File: src/rtl/pulse_array_pkg.sv
// -----------------------------------------------------------------------------
// pulse_array_pkg
// Shared defaults and FSM state type for the pulse_array systolic multiplier.
// -----------------------------------------------------------------------------
package pulse_array_pkg;

    localparam int DEF_WIDTH_LEFT = 4;   // bits per A element
    localparam int DEF_WIDTH_UP   = 4;   // bits per B element
    localparam int DEF_WIDTH_OUT  = 8;   // accumulator / C element width
    localparam int DEF_M          = 3;   // PE rows
    localparam int DEF_N          = 4;   // beats per operation
    localparam int DEF_L          = 3;   // PE columns
    localparam int DEF_LOG2_SIZE  = 10;  // counter width

    typedef enum logic [1:0] {
        ST_IDLE  = 2'd0,
        ST_LOAD  = 2'd1,
        ST_DRAIN = 2'd2,
        ST_DONE  = 2'd3
    } state_t;

endpackage

File: src/rtl/pulse_pe.sv
// -----------------------------------------------------------------------------
// pulse_pe
// One multiply-accumulate cell of the systolic grid. The A operand and its
// valid tag move right, the B operand moves down, each through one register.
// Only A carries a tag: the skew network delivers A and B of the same beat to
// a cell on the same edge, so one tag is enough to qualify the pair.
// Ports:
//   i_clk, i_rst_n : clock, asynchronous active-low reset
//   i_clr          : clear accumulator (wins over a MAC on the same edge)
//   i_a, i_v       : A operand and its valid tag from the left
//   i_b            : B operand from above
//   o_a, o_v, o_b  : registered pass-through to the right / below
//   o_acc          : accumulator, wraps mod 2^WIDTH_out
// -----------------------------------------------------------------------------
module pulse_pe import pulse_array_pkg::*; #(
    parameter int WIDTH_left = DEF_WIDTH_LEFT,
    parameter int WIDTH_up   = DEF_WIDTH_UP,
    parameter int WIDTH_out  = DEF_WIDTH_OUT
) (
    input  logic                  i_clk,
    input  logic                  i_rst_n,
    input  logic                  i_clr,
    input  logic [WIDTH_left-1:0] i_a,
    input  logic                  i_v,
    input  logic [WIDTH_up-1:0]   i_b,
    output logic [WIDTH_left-1:0] o_a,
    output logic                  o_v,
    output logic [WIDTH_up-1:0]   o_b,
    output logic [WIDTH_out-1:0]  o_acc
);

    localparam int PW = WIDTH_left + WIDTH_up;

    logic [WIDTH_left-1:0] r_a;
    logic                  r_v;
    logic [WIDTH_up-1:0]   r_b;
    logic [WIDTH_out-1:0]  r_acc;
    logic [PW-1:0]         w_mul;
    logic [WIDTH_out-1:0]  w_mul_ext;

    // Full-precision product, then zero-extend or truncate to the accumulator.
    assign w_mul     = PW'(i_a) * PW'(i_b);
    assign w_mul_ext = WIDTH_out'(w_mul);

    always_ff @(posedge i_clk or negedge i_rst_n) begin
        if (!i_rst_n) begin
            r_a   <= '0;
            r_v   <= 1'b0;
            r_b   <= '0;
            r_acc <= '0;
        end else begin
            r_a <= i_a;
            r_v <= i_v;
            r_b <= i_b;
            if (i_clr) begin
                r_acc <= '0;
            end else if (i_v) begin
                r_acc <= r_acc + w_mul_ext;
            end
        end
    end

    assign o_a   = r_a;
    assign o_v   = r_v;
    assign o_b   = r_b;
    assign o_acc = r_acc;

endmodule

File: src/rtl/pulse_array.sv
// -----------------------------------------------------------------------------
// pulse_array
// Output-stationary systolic multiplier C[MxL] = A[MxN] * B[NxL], unsigned.
// Each accepted beat carries one column of A and one row of B; N beats make
// one product. Inputs are skewed internally, so callers feed plain vectors.
//
// Handshake: there is no back-pressure. A beat is taken on every rising edge
// where valid=1 while the block is in IDLE, LOAD or DONE; valid is ignored in
// DRAIN. ready is a level flag that is 1 only in DONE, while product holds the
// finished result; the next accepted beat drops ready on that same edge.
//
// Ports:
//   clk, rst    : clock, asynchronous active-low reset
//   valid       : beat strobe
//   left        : A column, slice i = A[i][k]
//   up          : B row,    slice j = B[k][j]
//   ready       : product valid (level)
//   product     : C[i][j] at slice (i*Mritx_L + j)
//   o_dbg_state : current FSM state (debug)
// -----------------------------------------------------------------------------
module pulse_array import pulse_array_pkg::*; #(
    parameter int WIDTH_left      = DEF_WIDTH_LEFT,
    parameter int WIDTH_up        = DEF_WIDTH_UP,
    parameter int WIDTH_out       = DEF_WIDTH_OUT,
    parameter int Mritx_M         = DEF_M,
    parameter int Mritx_N         = DEF_N,
    parameter int Mritx_L         = DEF_L,
    parameter int Mritx_LOG2_size = DEF_LOG2_SIZE
) (
    input  logic                                   clk,
    input  logic                                   rst,
    input  logic                                   valid,
    input  logic [Mritx_M*WIDTH_left-1:0]          left,
    input  logic [Mritx_L*WIDTH_up-1:0]            up,
    output logic                                   ready,
    output logic [Mritx_M*Mritx_L*WIDTH_out-1:0]   product,
    output state_t                                 o_dbg_state
);

    localparam int CW = Mritx_LOG2_size;

    state_t                                 r_state;
    state_t                                 w_next_state;
    logic [CW-1:0]                          r_beat_cnt;
    logic [CW-1:0]                          r_drain_cnt;
    logic [CW-1:0]                          w_beat_idx;
    logic                                   w_accept;
    logic                                   w_first;
    logic                                   w_last_beat;
    logic                                   w_drain_done;
    logic                                   w_clr;
    logic                                   w_snap;
    logic [Mritx_M*Mritx_L*WIDTH_out-1:0]   r_product;
    logic [Mritx_M*Mritx_L*WIDTH_out-1:0]   w_acc_flat;

    // Systolic wiring: column Mritx_L of w_a/w_v and row Mritx_M of w_b are
    // the outputs of the edge cells, which lead nowhere.
    logic [WIDTH_left-1:0] w_a [Mritx_M][Mritx_L+1];
    logic                  w_v [Mritx_M][Mritx_L+1];
    logic [WIDTH_up-1:0]   w_b [Mritx_M+1][Mritx_L];

    // LOAD is left on the last beat, so LOAD never sees an overflow beat.
    assign w_accept     = valid && (r_state != ST_DRAIN);
    assign w_first      = w_accept && (r_state != ST_LOAD);
    assign w_beat_idx   = w_first ? '0 : r_beat_cnt;
    assign w_last_beat  = w_accept && (w_beat_idx == CW'(Mritx_N - 1));
    // The last beat reaches the far corner cell M+L-1 edges after it was taken;
    // the snapshot is taken one edge later, M+L edges after the last beat.
    assign w_drain_done = (r_state == ST_DRAIN) &&
                          (r_drain_cnt == CW'(Mritx_M + Mritx_L - 1));

    // ---------------- FSM: state register ----------------
    always_ff @(posedge clk or negedge rst) begin
        if (!rst) begin
            r_state <= ST_IDLE;
        end else begin
            r_state <= w_next_state;
        end
    end

    // ---------------- FSM: next state ----------------
    always_comb begin
        w_next_state = r_state;
        case (r_state)
            ST_IDLE, ST_DONE: begin
                if (w_accept) begin
                    w_next_state = w_last_beat ? ST_DRAIN : ST_LOAD;
                end
            end
            ST_LOAD: begin
                if (w_last_beat) begin
                    w_next_state = ST_DRAIN;
                end
            end
            ST_DRAIN: begin
                if (w_drain_done) begin
                    w_next_state = ST_DONE;
                end
            end
            default: w_next_state = ST_IDLE;
        endcase
    end

    // ---------------- FSM: outputs ----------------
    always_comb begin
        ready  = (r_state == ST_DONE);
        w_clr  = w_first;
        w_snap = w_drain_done;
    end

    // ---------------- counters and result register ----------------
    always_ff @(posedge clk or negedge rst) begin
        if (!rst) begin
            r_beat_cnt  <= '0;
            r_drain_cnt <= '0;
            r_product   <= '0;
        end else begin
            if (w_accept) begin
                r_beat_cnt <= w_beat_idx + CW'(1);
            end
            r_drain_cnt <= (r_state == ST_DRAIN) ? r_drain_cnt + CW'(1) : '0;
            if (w_snap) begin
                r_product <= w_acc_flat;
            end
        end
    end

    assign product     = r_product;
    assign o_dbg_state = r_state;

    // ---------------- input skew ----------------
    // Row i passes through i+1 registers; stage 0 captures the beat on its
    // accept edge and zeros otherwise, so stalls become bubbles in the grid.
    for (genvar i = 0; i < Mritx_M; i++) begin : g_row_skew
        logic [WIDTH_left-1:0] r_sk [0:i];
        logic [i:0]            r_skv;
        always_ff @(posedge clk or negedge rst) begin
            if (!rst) begin
                for (int s = 0; s <= i; s++) begin
                    r_sk[s] <= '0;
                end
                r_skv <= '0;
            end else begin
                r_sk[0]  <= w_accept ? left[i*WIDTH_left +: WIDTH_left] : '0;
                r_skv[0] <= w_accept;
                for (int s = 1; s <= i; s++) begin
                    r_sk[s]  <= r_sk[s-1];
                    r_skv[s] <= r_skv[s-1];
                end
            end
        end
        assign w_a[i][0] = r_sk[i];
        assign w_v[i][0] = r_skv[i];
    end

    for (genvar j = 0; j < Mritx_L; j++) begin : g_col_skew
        logic [WIDTH_up-1:0] r_sk [0:j];
        always_ff @(posedge clk or negedge rst) begin
            if (!rst) begin
                for (int s = 0; s <= j; s++) begin
                    r_sk[s] <= '0;
                end
            end else begin
                r_sk[0] <= w_accept ? up[j*WIDTH_up +: WIDTH_up] : '0;
                for (int s = 1; s <= j; s++) begin
                    r_sk[s] <= r_sk[s-1];
                end
            end
        end
        assign w_b[0][j] = r_sk[j];
    end

    // ---------------- PE grid ----------------
    for (genvar i = 0; i < Mritx_M; i++) begin : g_pe_row
        for (genvar j = 0; j < Mritx_L; j++) begin : g_pe_col
            pulse_pe #(
                .WIDTH_left (WIDTH_left),
                .WIDTH_up   (WIDTH_up),
                .WIDTH_out  (WIDTH_out)
            ) u_pe (
                .i_clk   (clk),
                .i_rst_n (rst),
                .i_clr   (w_clr),
                .i_a     (w_a[i][j]),
                .i_v     (w_v[i][j]),
                .i_b     (w_b[i][j]),
                .o_a     (w_a[i][j+1]),
                .o_v     (w_v[i][j+1]),
                .o_b     (w_b[i+1][j]),
                .o_acc   (w_acc_flat[(i*Mritx_L+j)*WIDTH_out +: WIDTH_out])
            );
        end
        logic w_unused_row_end;
        assign w_unused_row_end = ^{w_a[i][Mritx_L], w_v[i][Mritx_L]};
    end

    for (genvar j = 0; j < Mritx_L; j++) begin : g_col_end
        logic w_unused_col_end;
        assign w_unused_col_end = ^w_b[Mritx_M][j];
    end

endmodule

File: config.mk
export PLATFORM = sky130hd
export DESIGN_NAME = pulse_array
export DESIGN_NICKNAME = d
export VERILOG_FILES = /design/src/rtl/pulse_array_pkg.sv /design/src/rtl/pulse_pe.sv /design/src/rtl/pulse_array.sv
export SDC_FILE = /design/constraint.sdc
export NUM_CORES = 1
export LEC_CHECK = 0
export CAP_MARGIN = 15
export CORE_MARGIN = 2
export CORE_UTILIZATION = 55
export DETAILED_ROUTE_END_ITERATION = 8
export MAX_ROUTING_LAYER = met4
export PLACE_DENSITY = 0.87
export SYNTH_ARGS = -nofsm -noshare
export SYNTH_HDL_FRONTEND = slang
export SYNTH_SLANG_ARGS = --single-unit
File: constraint.sdc
create_clock -name clk -period 3.97 [get_ports clk]
set_clock_uncertainty 0.1 [all_clocks]
set_input_delay 0.794 -clock clk [delete_from_list [all_inputs] [get_ports clk]]
set_output_delay 0.794 -clock clk [all_outputs]
set_load 0.02 [all_outputs]
# Yosys cells after proc, flatten, opt, wreduce, memory -nomap -nowiden
# Cells that the tools add are included.
[op_classes] add_sub_neg=11 multipliers=9 eq_ne=10 mux=31 reduce_logical=16
[op_table] op="$mux W8" count=18
[op_table] op="$add A8 B8 Y8" count=9
[op_table] op="$mul A4 B4 Y8" count=9
[op_table] op="$mux W4" count=6
[op_table] op="$add A10 B1 Y10 const B" count=2
[op_table] op="$mux W10" count=2
[op_table] op="$reduce_bool A2 Y1" count=9
[op_table] op="$eq A10 B2 Y1 const B" count=1
[op_table] op="$eq A10 B3 Y1 const B" count=1
[op_table] op="$mux W2" count=4
[op_table] op="$ne A2 B2 Y1 const B" count=4
[op_table] op="$pmux W2 S3" count=1
[op_table] op="$eq A2 B2 Y1 const B" count=2
[op_table] op="$logic_and A1 B1 Y1" count=4
[op_table] op="$reduce_and A3 Y1" count=1
[op_table] op="$eq A2 B1 Y1 const B" count=1
[op_table] op="$logic_not A2 Y1" count=1
[op_table] op="$ne A2 B1 Y1 const B" count=1
[op_table] op="$reduce_or A2 Y1" count=1
[word_totals] regBits=274 inputBits=27 out_inout_bits=75

# Depth between registers and ports, before layout
# Gate-level depths: netlist of the first run.
[depth] depth_word=9 ltp_mapped=12 ltp_nobuf=12

# Hierarchy
# A second synthesis of the first run with hierarchy kept.
[unflattened] hier_cells=1441 hier_area_um2=17005.1
[modules_own_cells] mod="pulse_array" instances=1 cells_per_inst=361 area_per_inst_um2=5679.2 seq_area_each_um2=3628.5
[modules_own_cells] mod="pulse_pe (g_pe_row[0].g_pe_col[1].u_pe ...)" instances=4 cells_per_inst=120 area_per_inst_um2=1239.9 seq_area_each_um2=425.4
[modules_own_cells] mod="pulse_pe (g_pe_row[2].g_pe_col[0].u_pe ...)" instances=3 cells_per_inst=120 area_per_inst_um2=1287.5 seq_area_each_um2=425.4
[modules_own_cells] mod="pulse_pe (g_pe_row[1].g_pe_col[2].u_pe)" instances=1 cells_per_inst=120 area_per_inst_um2=1265.0 seq_area_each_um2=425.4
[modules_own_cells] mod="pulse_pe (g_pe_row[0].g_pe_col[0].u_pe)" instances=1 cells_per_inst=120 area_per_inst_um2=1238.7 seq_area_each_um2=425.4

# Worst setup path after synthesis of the first run
# OpenSTA, ideal clock, no wires.
[synth_timing] kind="reg-to-reg" startpoint="register g_row_skew[1].r_sk[0] (netlist name)" endpoint="register g_pe_row[1].g_pe_col[0].u_pe.r_acc[7]" setup_ns=0.124 arrival_time_ns=3.106 required_ns=3.746 slack_ns=0.640 stages_incl_launch_ff=11 n_path_buf=0 synth_period_minus_slack_ns=3.330 path_cell_list="dfrtp_1 nand2_1 fa_1 fa_1 fa_1 inv_1 ha_1 a211oi_1 nor4_1 nand4bb_1 mux2i_1"
[synth_between] elab_chain_len=4
[synth_rtl] element="from (decl)" line="pulse_array.sv:135" text="logic [WIDTH_left-1:0] r_sk [0:i];"
[synth_rtl] element="from (signal, indexed assignment)" line="pulse_array.sv:147" text="r_sk[s] <= r_sk[s-1];"
[synth_rtl] element="$mul A4 B4 Y8" line="pulse_pe.sv:42" text="assign w_mul = PW'(i_a) * PW'(i_b);"
[synth_rtl] element="$add A8 B8 Y8" line="pulse_pe.sv:58" text="r_acc <= r_acc + w_mul_ext;"
[synth_rtl] element="$mux W8" line="pulse_pe.sv:57" text="end else if (i_v) begin"
[synth_rtl] element="$mux W8" line="pulse_pe.sv:55" text="if (i_clr) begin"
[synth_rtl] element="to (signal assigned)" line="pulse_pe.sv:58"
[synth_rtl] element="to (decl)" line="pulse_pe.sv:37" text="logic [WIDTH_out-1:0] r_acc;"
# No other way between the ends. The select of a mux whose other input is x is not followed.
# A chain may end at the register's enable or synchronous reset.

# Worst setup path after layout of the first run
[layout_timing] startpoint="register g_pe_row[0].g_pe_col[1].u_pe.r_b[3]" endpoint="register g_pe_row[1].g_pe_col[1].u_pe.r_acc[7]"
[layout_between] elab_chain_len=4
[layout_rtl] element="from (decl)" line="pulse_pe.sv:36" text="logic [WIDTH_up-1:0] r_b;"
[layout_rtl] element="from (signal assigned)" line="pulse_pe.sv:54" text="r_b <= i_b;"
[layout_rtl] element="$mul A4 B4 Y8" line="pulse_pe.sv:42"
[layout_rtl] element="$add A8 B8 Y8" line="pulse_pe.sv:58"
[layout_rtl] element="$mux W8" line="pulse_pe.sv:57"
[layout_rtl] element="$mux W8" line="pulse_pe.sv:55"
[layout_rtl] element="to (signal assigned)" line="pulse_pe.sv:58"
[layout_rtl] element="to (decl)" line="pulse_pe.sv:37"
# No other way between the ends. The select of a mux whose other input is x is not followed.

==> results.ini, run 1 <==
[outcome]
status = complete, no violations

[worst_setup_path]
path_class = flip-flop to flip-flop
reg2reg_slack_ns = 0.30
slowest_delay_ns = 0.54
crit_family = adder cells
critPathBufInv = 1
crit_slowest_cell = fa_1
r2r-start = g_pe_row[0].g_pe_col[1].u_pe.o_b[3]
cp_data_arrival_time_ns = 4.00
path_cells = nand2_1, fa_1, fa_1, fa_1, inv_1, ha_1, a211oi_1, nor4_1, nand4bb_1, mux2i_1
start_kind = flip-flop
r2r-end = g_pe_row[1].g_pe_col[1].u_pe.o_acc[7]
required_ns = 4.29
cp_max_fo = 5
rr_worst_depth = 10
endpoint_kind = flip-flop
timing.critical_path.mode_cell = fa_1

[global_routing]
antenna_found_initial = 0
grt_pass1_wl_um = 54800
grt_max_degree = 109
grt_pass1_vias = 11391
grt_overflow = 0
grt_usage = 0.228

[placement]
routabilityCongestion = 0.915
place_inst = 1922
port_buffers = 101
place_hpwl_um = 23300
post-place-ws_ns = 0.267

[sta]
hold_viol_final = 0
rsz0062_at_grt = false
fmax_mhz = 272
worst-slew-pin-transition_ns = 1.12
relSlewSlack = 0.250
period_needed_ns = 3.67
slew_violations = 0
finalSetupViolCount = 0
tns_ns = 0
min_period_over_period = 0.926
fin_ws_ns = 0.295

[synth]
synth-seq-area-share = 0.424
synth_cell_types = 46
syn-num-nets = 1725
synth_edf_count = 0
synthArstFlopShare = 1.00
synth.avg_cell_area_um2 = 10.7
syn-instance-count = 1476
ys_warn_count = 0
yosys_register_bits = 267
synth_area_um2 = 15700
synth-main-ff-cell = dfrtp_1

[cells_and_area]
layout_commonest_cell = dfrtp_1
fin_nets = 1823
diodes = 0
drive_gt1_frac = 0.0678
mostFrequentLayoutCells = 267 x dfrtp_1, 177 x inv_1, 141 x ha_1
syn2layout_area_growth_pct = 15.7
nFillCells = 2041
fin_cells = 1972

[clock_tree]
clock-root-buffer = clkbuf_16
cts_buffers = 27
hold_buffers = 0
clockBufferDepth = 3
clk_latency_ns = 0.54
clkSinkCount = 267
cts_tree = yes
post-cts-setup-buffers = 0
clk_pin_slew_ns = 0.06
htreeDepth = 1
cts_resized = 0

[pwr]
leakage_nw = 9.29
peakVddDrop_mv = 0.370
power.density_nw_per_um2 = 515

[floorplanning]
ioPinCount = 102
core_um2 = 28000
rows = 61
start_util = 0.562
die_w_um = 173
die_h_um = 173
dieArea_um2 = 30000

[drt]
post_drt_wl_per_cell_um = 16.4
wl_um = 32300
drc_errors = 0
post_drt_via_cell_ratio = 5.53
vias = 10904
dr.pass1.iters = 7
antenna_left = 0
dr.first_iter.drc_count = 694

[worst_hold_path]
hold_path_class = input port to asynchronous set/reset pin

[flow_run]
drv_cap = 0

cell families after synthesis:
logic type               synth area share
AO/OA/AOI/OAI                      0.0794
XOR/XNOR                           0.0195
adder cells (fa/ha/maj)             0.215
buffers and inverters              0.0541
flip-flops                          0.424
multiplexers                       0.0486
AND/OR/NAND/NOR                     0.159
how the worst max path moves through the flow:
stage / startpoint / to / cells past startpoint
detailed placement: g_pe_row[0].g_pe_col[1].u_pe.o_b[3] / g_pe_row[1].g_pe_col[1].u_pe.o_acc[7] / 10
finish: g_pe_row[0].g_pe_col[1].u_pe.o_b[3] / g_pe_row[1].g_pe_col[1].u_pe.o_acc[7] / 10
floorplan: g_row_skew[1].r_sk[0] / g_pe_row[1].g_pe_col[0].u_pe.o_acc[7] / 10
global route: g_col_skew[1].r_sk[2] / g_pe_row[0].g_pe_col[1].u_pe.o_acc[7] / 10
CTS: g_pe_row[0].g_pe_col[1].u_pe.o_b[2] / g_pe_row[1].g_pe_col[1].u_pe.o_acc[7] / 10
global placement: g_pe_row[0].g_pe_col[1].u_pe.o_b[3] / g_pe_row[1].g_pe_col[1].u_pe.o_acc[7] / 10
through the flow:
step | util | total power, mW | hold WS (ns) | instance area, µm²
6_report | 0.650 | 9.39 | 0.144 | 18200
5_1_grt | 0.650 | 9.99 | 0.203 | 18200
4_1_cts | 0.649 | 9.43 | 0.165 | 18200
3_5_place_dp | 0.614 | 6.51 | 0.235 | 17200
3_3_place_gp | 0.614 | 6.33 | 0.232 | 17200
2_1_floorplan | - | 5.59 | 0.231 | 15700
final cells by class:
| class | instances | area [µm²] | area share |
|---|---|---|---|
| Clock buffer | 33 | 728 | 0.0400 |
| Timing Repair Buffer | 114 | 1180 | 0.0650 |
| Multi-Input combinational cell | 987 | 8210 | 0.451 |
| Tap cell | 378 | 473 | 0.0260 |
| Inverter | 177 | 664 | 0.0365 |
| Sequential cell | 267 | 6680 | 0.367 |
| Clock inverter | 16 | 273 | 0.0150 |
cell usage after synthesis, drive strengths merged (18+ instances only):
| cell type | count | area share |
|---|---|---|
| xnor2 | 22 | 0.012 |
| mux2i | 36 | 0.023 |
| inv | 177 | 0.042 |
| and2 | 137 | 0.054 |
| clkbuf | 31 | 0.0074 |
| nand2 | 120 | 0.029 |
| nand3 | 34 | 0.011 |
| o21ai | 81 | 0.026 |
| a21oi | 21 | 0.0067 |
| ha | 141 | 0.11 |
| fa | 81 | 0.10 |
| dfrtp | 267 | 0.42 |
| a21o | 18 | 0.0086 |
| nor2 | 74 | 0.018 |
| a211oi | 27 | 0.013 |
| mux2 | 36 | 0.026 |
routing by layer:
| metal | wire (µm) | vias up | part of all wire | GRT usage |
|---|---|---|---|---|
| li1 | - | 5107 | - | - |
| met5 | 0 | - | 0 | - |
| met1 | 13700 | 5422 | 0.42 | 0.281 |
| met3 | 1430 | 81 | 0.044 | 0.0299 |
| met4 | 1070 | 0 | 0.033 | 0.0773 |
| met2 | 16200 | 294 | 0.50 | 0.388 |
state kept, by name (all words and copies together) (netlist names):
register	cells
o_dbg_state	2
g_pe_row.g_pe_col.u_pe.o_a	24
g_row_skew.r_sk	24
g_col_skew.r_sk	24
r_beat_cnt	10
g_pe_row.g_pe_col.u_pe.o_b	24
g_pe_row.g_pe_col.u_pe.o_v	2
r_drain_cnt	10
product	72
g_row_skew.r_skv	3
g_pe_row.g_pe_col.u_pe.o_acc	72
power breakdown:
group | total (mW) | switching [mW] | internal [mW] | leakage, nW
Clock | 2.85 | 1.09 | 1.76 | 0.490
Combinational | 2.81 | 1.61 | 1.20 | 5.18
Sequential | 3.73 | 0.505 | 3.22 | 3.62
Note: power is estimated with default switching activity, not from simulation.
==> run 2, diff against run 1 <==
--- a/config.mk
+++ b/config.mk
@@ -8,9 +8,11 @@
 export CAP_MARGIN = 15
 export CORE_MARGIN = 2
 export CORE_UTILIZATION = 55
+export CTS_CLUSTER_DIAMETER = 100
 export DETAILED_ROUTE_END_ITERATION = 8
 export MAX_ROUTING_LAYER = met4
 export PLACE_DENSITY = 0.87
+export SLEW_MARGIN = 40
 export SYNTH_ARGS = -nofsm -noshare
 export SYNTH_HDL_FRONTEND = slang
 export SYNTH_SLANG_ARGS = --single-unit
==> results.ini, run 2 (synthesis gave the netlist of run 1 again) <==
[sta]
hold_viol_final = 0  ; unchanged
period_needed_ns = 3.80  ; was 3.67 ns
fmax_mhz = 263  ; was 272 MHz
rsz0062_at_grt = false  ; unchanged
relSlewSlack = 0.521  ; was 0.250
finalSetupViolCount = 0  ; unchanged
slew_violations = 0  ; unchanged
min_period_over_period = 0.956  ; was 0.926
worst-slew-pin-transition_ns = 0.718  ; was 1.12 ns
holdWs_ns = 0.110  ; was 0.144 ns
tns_ns = 0  ; unchanged

[worst_setup_path]
timing.critical_path.mode_cell = fa_1  ; unchanged
start_kind = flip-flop  ; unchanged
cp_max_fo = 5  ; unchanged
required_ns = 4.35  ; was 4.29 ns
cp_data_arrival_time_ns = 4.17  ; was 4.00 ns
crit_slowest_cell = fa_1  ; unchanged
rr_worst_depth = 10  ; unchanged
endpoint_kind = flip-flop  ; unchanged
slowest_delay_ns = 0.55  ; was 0.54 ns
path_cells = nand2_1, fa_1, fa_1, fa_1, inv_1, ha_1, a211oi_1, o2111ai_1, nand4bb_1, mux2i_1  ; was nand2_1, fa_1, fa_1, fa_1, inv_1, ha_1, a211oi_1, nor4_1, nand4bb_1, mux2i_1
path_class = flip-flop to flip-flop  ; unchanged

[clock_tree]
htreeDepth = 1  ; unchanged
cts_tree = yes  ; unchanged
clockBufferDepth = 3  ; unchanged
cts_buffers = 28  ; was 27
clock-root-buffer = clkbuf_16  ; unchanged
clk_latency_ns = 0.56  ; was 0.54 ns
hold_buffers = 0  ; unchanged
clkSinkCount = 267  ; unchanged
clk_pin_slew_ns = 0.06  ; about the same
cts_resized = 0  ; unchanged
post-cts-setup-buffers = 0  ; unchanged

[drt]
dr.pass1.iters = 6  ; was 7
wl_um = 32900  ; was 32,300 µm
vias = 10930  ; was 10,904
dr.first_iter.drc_count = 657  ; was 694
antenna_left = 0  ; unchanged
post_drt_wl_per_cell_um = 16.7  ; was 16.4 µm
post_drt_via_cell_ratio = 5.54  ; was 5.53
drc_errors = 0  ; unchanged

[pwr]
switching_share = 0.349  ; was 0.341
peakVddDrop_mv = 0.306  ; was 0.370 mV
p_int_mw = 6.04  ; was 6.19 mW
p_seq_frac = 0.406  ; was 0.397
clockPowerShare = 0.295  ; was 0.304
combinationalPowerShare = 0.298  ; was 0.300
leakage_nw = 9.26  ; was 9.29 nW
power.density_nw_per_um2 = 510  ; was 515 nW/µm²
p_sw_mw = 3.23  ; was 3.21 mW

[floorplanning]
dieArea_um2 = 30000  ; unchanged
rows = 61  ; unchanged
ioPinCount = 102  ; unchanged
die_h_um = 173  ; unchanged
die_w_um = 173  ; unchanged
core_um2 = 28000  ; unchanged
start_util = 0.562  ; unchanged

[worst_hold_path]
hold_path_class = input port to asynchronous set/reset pin  ; unchanged

[cells_and_area]
nFillCells = 2080  ; was 2,041
syn2layout_area_growth_pct = 15.4  ; was 15.7%
fin_cells = 1972  ; unchanged
layout_commonest_cell = dfrtp_1  ; unchanged
fin_nets = 1823  ; unchanged
drive_gt1_frac = 0.0690  ; was 0.0678
diodes = 0  ; unchanged
mostFrequentLayoutCells = 264 x dfrtp_1, 177 x inv_1, 141 x ha_1  ; was 267 x dfrtp_1, 177 x inv_1, 141 x ha_1

[global_routing]
grt_usage = 0.230  ; was 0.228
antenna_found_initial = 0  ; unchanged
grt_pass1_vias = 11513  ; was 11,391
grt_pass1_wl_um = 55500  ; was 54,800 µm
grt_max_degree = 109  ; unchanged
grt_overflow = 0  ; unchanged

[outcome]
status = complete, no violations  ; unchanged

[placement]
place_inst = 1922  ; unchanged
place_hpwl_um = 23300  ; about the same
port_buffers = 101  ; unchanged
routabilityCongestion = 0.915  ; unchanged

[flow_run]
drv_cap = 0  ; unchanged

==> run 2: worst paths after layout <==
path | end | from | slack (ns)
max reg2reg | g_pe_row[1].g_pe_col[1].u_pe.o_acc[7] | g_pe_row[1].g_pe_col[0].u_pe.o_a[0] | 0.17
min in group clk | g_col_skew[2].r_sk[6] | g_col_skew[2].r_sk[10] | 0.24
min | g_pe_row[2].g_pe_col[2].u_pe.o_acc[0] | rst | 0.11
max | g_pe_row[1].g_pe_col[1].u_pe.o_acc[7] | g_pe_row[1].g_pe_col[0].u_pe.o_a[0] | 0.17
max in group asynchronous | g_pe_row[1].g_pe_col[0].u_pe.o_acc[0] | rst | 2.67
min reg2reg | g_col_skew[2].r_sk[6] | g_col_skew[2].r_sk[10] | 0.24
==> run 2: area by class of cell <==
class / count / area (µm²) / share of cell area
sequential: 267 / 6690 / 0.368
multi-input combinational: 987 / 8210 / 0.452
clock inverter: 14 / 201 / 0.0111
clock buffer: 36 / 771 / 0.0424
tap: 378 / 473 / 0.0260
inverter: 177 / 664 / 0.0366
timing repair buffer: 113 / 1160 / 0.0636
==> run 2: layer usage <==
metal	GRT usage	share of wire
met4	0.0745	0.032
met3	0.0325	0.047
met1	0.282	0.42
met5	-	0
met2	0.395	0.50
==> run 2: through the flow <==
step	cell area (µm²)	setup slack [ns]	utilization	total power [mW]
3_5_place_dp	17200	0.282	0.614	6.51
5_1_grt	18200	0.0953	0.648	9.84
6_report	18200	0.173	0.648	9.27
3_3_place_gp	17200	0.459	0.614	6.33
2_1_floorplan	15700	0.640	-	5.59
4_1_cts	18200	0.250	0.648	9.31
==> run 2: power groups by stage <==
| stage | Clock, mW | Sequential, mW | Combinational [mW] |
|---|---|---|---|
| floorplan | 0 | 3.60 | 1.99 |
| global placement | 0 | 3.76 | 2.57 |
| detailed placement | 0 | 3.80 | 2.72 |
| CTS | 2.78 | 3.76 | 2.77 |
| global route | 2.89 | 3.84 | 3.11 |
| finish | 2.74 | 3.76 | 2.77 |
==> run 2: worst max-delay path, delay by kind of cell (launching register included) <==
family,cells,cell delay (ns)
flip-flops,1,0.41
multiplexers,1,0.22
AO/OA/AOI/OAI,2,0.64
adder cells (fa/ha/maj),4,1.96
buffers and inverters,1,0.04
AND/OR/NAND/NOR,2,0.33
==> run 3, diff against run 2 <==
--- a/config.mk
+++ b/config.mk
@@ -5,13 +5,13 @@
 export SDC_FILE = /design/constraint.sdc
 export NUM_CORES = 1
 export LEC_CHECK = 0
-export CAP_MARGIN = 15
+export CAP_MARGIN = 20
 export CORE_MARGIN = 2
 export CORE_UTILIZATION = 55
 export CTS_CLUSTER_DIAMETER = 100
 export DETAILED_ROUTE_END_ITERATION = 8
 export MAX_ROUTING_LAYER = met4
-export PLACE_DENSITY = 0.87
+export PLACE_DENSITY = 0.83
 export SLEW_MARGIN = 40
 export SYNTH_ARGS = -nofsm -noshare
 export SYNTH_HDL_FRONTEND = slang
==> results.ini, run 3 (synthesis gave the netlist of run 1 again) <==
[sta]
fmax_mhz = 275  ; was 263 MHz
relSlewSlack = 0.544  ; was 0.521
rsz0062_at_grt = false  ; unchanged
min_period_over_period = 0.916  ; was 0.956
period_needed_ns = 3.64  ; was 3.80 ns
worst-slew-pin-transition_ns = 0.684  ; was 0.718 ns
slew_violations = 0  ; unchanged
fin_ws_ns = 0.334  ; was 0.173 ns
hold_viol_final = 0  ; unchanged
finalSetupViolCount = 0  ; unchanged
tns_ns = 0  ; unchanged
holdWs_ns = 0.119  ; was 0.110 ns

[worst_setup_path]
cp_data_arrival_time_ns = 3.99  ; was 4.17 ns
rr_worst_depth = 10  ; unchanged
crit_family = adder cells  ; unchanged
timing.critical_path.mode_cell = fa_1  ; unchanged
crit_slowest_cell = fa_1  ; unchanged
slowest_delay_ns = 0.56  ; was 0.55 ns
path_class = flip-flop to flip-flop  ; unchanged
path_cells = nand2_1, fa_1, fa_1, fa_1, inv_1, ha_1, a211oi_1, o2111ai_1, nand4bb_1, mux2i_1  ; unchanged
required_ns = 4.33  ; was 4.35 ns
start_kind = flip-flop  ; unchanged
cp_num_cells = 10  ; unchanged
critPathBufInv = 1  ; unchanged
cp_max_fo = 5  ; unchanged
endpoint_kind = flip-flop  ; unchanged

[cells_and_area]
final_cell_area_um2 = 18200  ; about the same
mostFrequentLayoutCells = 264 x dfrtp_1, 177 x inv_1, 141 x ha_1  ; unchanged
postLayoutCoreUtil = 0.650  ; was 0.648
syn2layout_area_growth_pct = 15.7  ; was 15.4%
drive_gt1_frac = 0.0702  ; was 0.0690
fin_nets = 1822  ; was 1,823
fin_cells = 1973  ; was 1,972
layout_commonest_cell = dfrtp_1  ; unchanged
diodes = 0  ; unchanged

[drt]
vias = 10687  ; was 10,930
antenna_left = 0  ; unchanged
m1WireLength_um = 13600  ; was 13,800 µm
dr.pass1.iters = 6  ; unchanged
post_drt_via_cell_ratio = 5.42  ; was 5.54
drc_errors = 0  ; unchanged
top_layer = met4  ; unchanged
post_drt_wl_per_cell_um = 15.4  ; was 16.7 µm
routed-wl-met2_um = 14700  ; was 16,500 µm
wl_um = 30400  ; was 32,900 µm
wl_met3_um = 1260  ; was 1550 µm
dr.first_iter.drc_count = 782  ; was 657

[clock_tree]
cts_buffers = 28  ; unchanged
cts_tree = yes  ; unchanged
clockBufferDepth = 3  ; unchanged
post-cts-setup-buffers = 0  ; unchanged
hold_buffers = 0  ; unchanged
clock-root-buffer = clkbuf_16  ; unchanged
htreeDepth = 1  ; unchanged
clkSinkCount = 267  ; unchanged
clk_pin_slew_ns = 0.06  ; about the same
clk_latency_ns = 0.54  ; was 0.56 ns
cts_resized = 0  ; unchanged

[outcome]
status = complete, no violations  ; unchanged

[pwr]
peakVddDrop_mv = 0.328  ; was 0.306 mV
clockPowerShare = 0.308  ; was 0.295
switching_share = 0.337  ; was 0.349
p_seq_frac = 0.403  ; was 0.406
leakage_nw = 9.27  ; was 9.26 nW
power.density_nw_per_um2 = 510  ; about the same
p_int_mw = 6.16  ; was 6.04 mW
p_sw_mw = 3.14  ; was 3.23 mW
total_power_mw = 9.30  ; was 9.27 mW
combinationalPowerShare = 0.290  ; was 0.298

[worst_hold_path]
hold_path_class = input port to asynchronous set/reset pin  ; unchanged

[flow_run]
drv_cap = 0  ; unchanged

[global_routing]
grt_pass1_wl_um = 52600  ; was 55,500 µm
grt_usage = 0.217  ; was 0.230
grt_pass1_vias = 10939  ; was 11,513
grt_overflow = 0  ; unchanged
antenna_found_initial = 0  ; unchanged
grt_max_degree = 92  ; was 109

[floorplanning]
core_um2 = 28000  ; unchanged
rows = 61  ; unchanged
start_util = 0.562  ; unchanged
die_w_um = 173  ; unchanged
ioPinCount = 102  ; unchanged
dieArea_um2 = 30000  ; unchanged
die_h_um = 173  ; unchanged

[placement]
post-place-ws_ns = 0.351  ; was 0.282 ns
place_hpwl_um = 22200  ; was 23,300 µm
dpl-instance-area_um2 = 17200  ; about the same
port_buffers = 101  ; unchanged
routabilityCongestion = 0.870  ; was 0.915
place_inst = 1921  ; was 1,922

run 3: cell count changes in the layout (fill, tap and decap cells not counted):
| cell | before | now |
|---|---|---|
| clkbuf_1 | 4 | 3 |
| buf_4 | 8 | 7 |
| clkinv_8 | 1 | 0 |
| clkbuf_16 | 28 | 29 |
| clkbuf_8 | 4 | 6 |
| buf_12 | 4 | 3 |
| bufinv_16 | 4 | 5 |
| buf_6 | 0 | 1 |
| clkinvlp_4 | 2 | 4 |
| clkinv_2 | 3 | 1 |
run 3: layer usage:
metal / global-route usage / vias up
met5: - / -
met4: 0.0554 / 0
met3: 0.0279 / 53
met2: 0.359 / 204
met1: 0.285 / 5312
li1: - / 5118
run 3: final cells by class:
cell class / count / area [µm²]
Tap cell: 378 / 473
Inverter: 177 / 664
Clock buffer: 38 / 820
Timing Repair Buffer: 112 / 1140
Fill cell: 2113 / 9800
Sequential cell: 267 / 6690
Multi-Input combinational cell: 987 / 8210
Clock inverter: 14 / 220
run 3: power by group through the flow:
stage | Combinational, mW | Clock (mW) | Sequential [mW]
final | 2.70 | 2.86 | 3.74
after global routing | 3.07 | 3.02 | 3.84
after CTS | 2.72 | 2.91 | 3.74
after detailed placement | 2.68 | 0 | 3.79
after global placement | 2.58 | 0 | 3.76
after floorplan | 1.99 | 0 | 3.60
run 3: worst paths after layout:
check                      slack, ns                                    end                                 from
min in group clk                0.25                  g_row_skew[2].r_sk[3]                g_row_skew[2].r_sk[7]
max in group asynchronous       2.72                  g_row_skew[2].r_sk[1]                                  rst
min reg2reg                     0.25                  g_row_skew[2].r_sk[3]                g_row_skew[2].r_sk[7]
max                             0.33  g_pe_row[1].g_pe_col[0].u_pe.o_acc[7]  g_pe_row[0].g_pe_col[0].u_pe.o_b[3]
min                             0.12                            product[70]                                  rst
max reg2reg                     0.33  g_pe_row[1].g_pe_col[0].u_pe.o_acc[7]  g_pe_row[0].g_pe_col[0].u_pe.o_b[3]
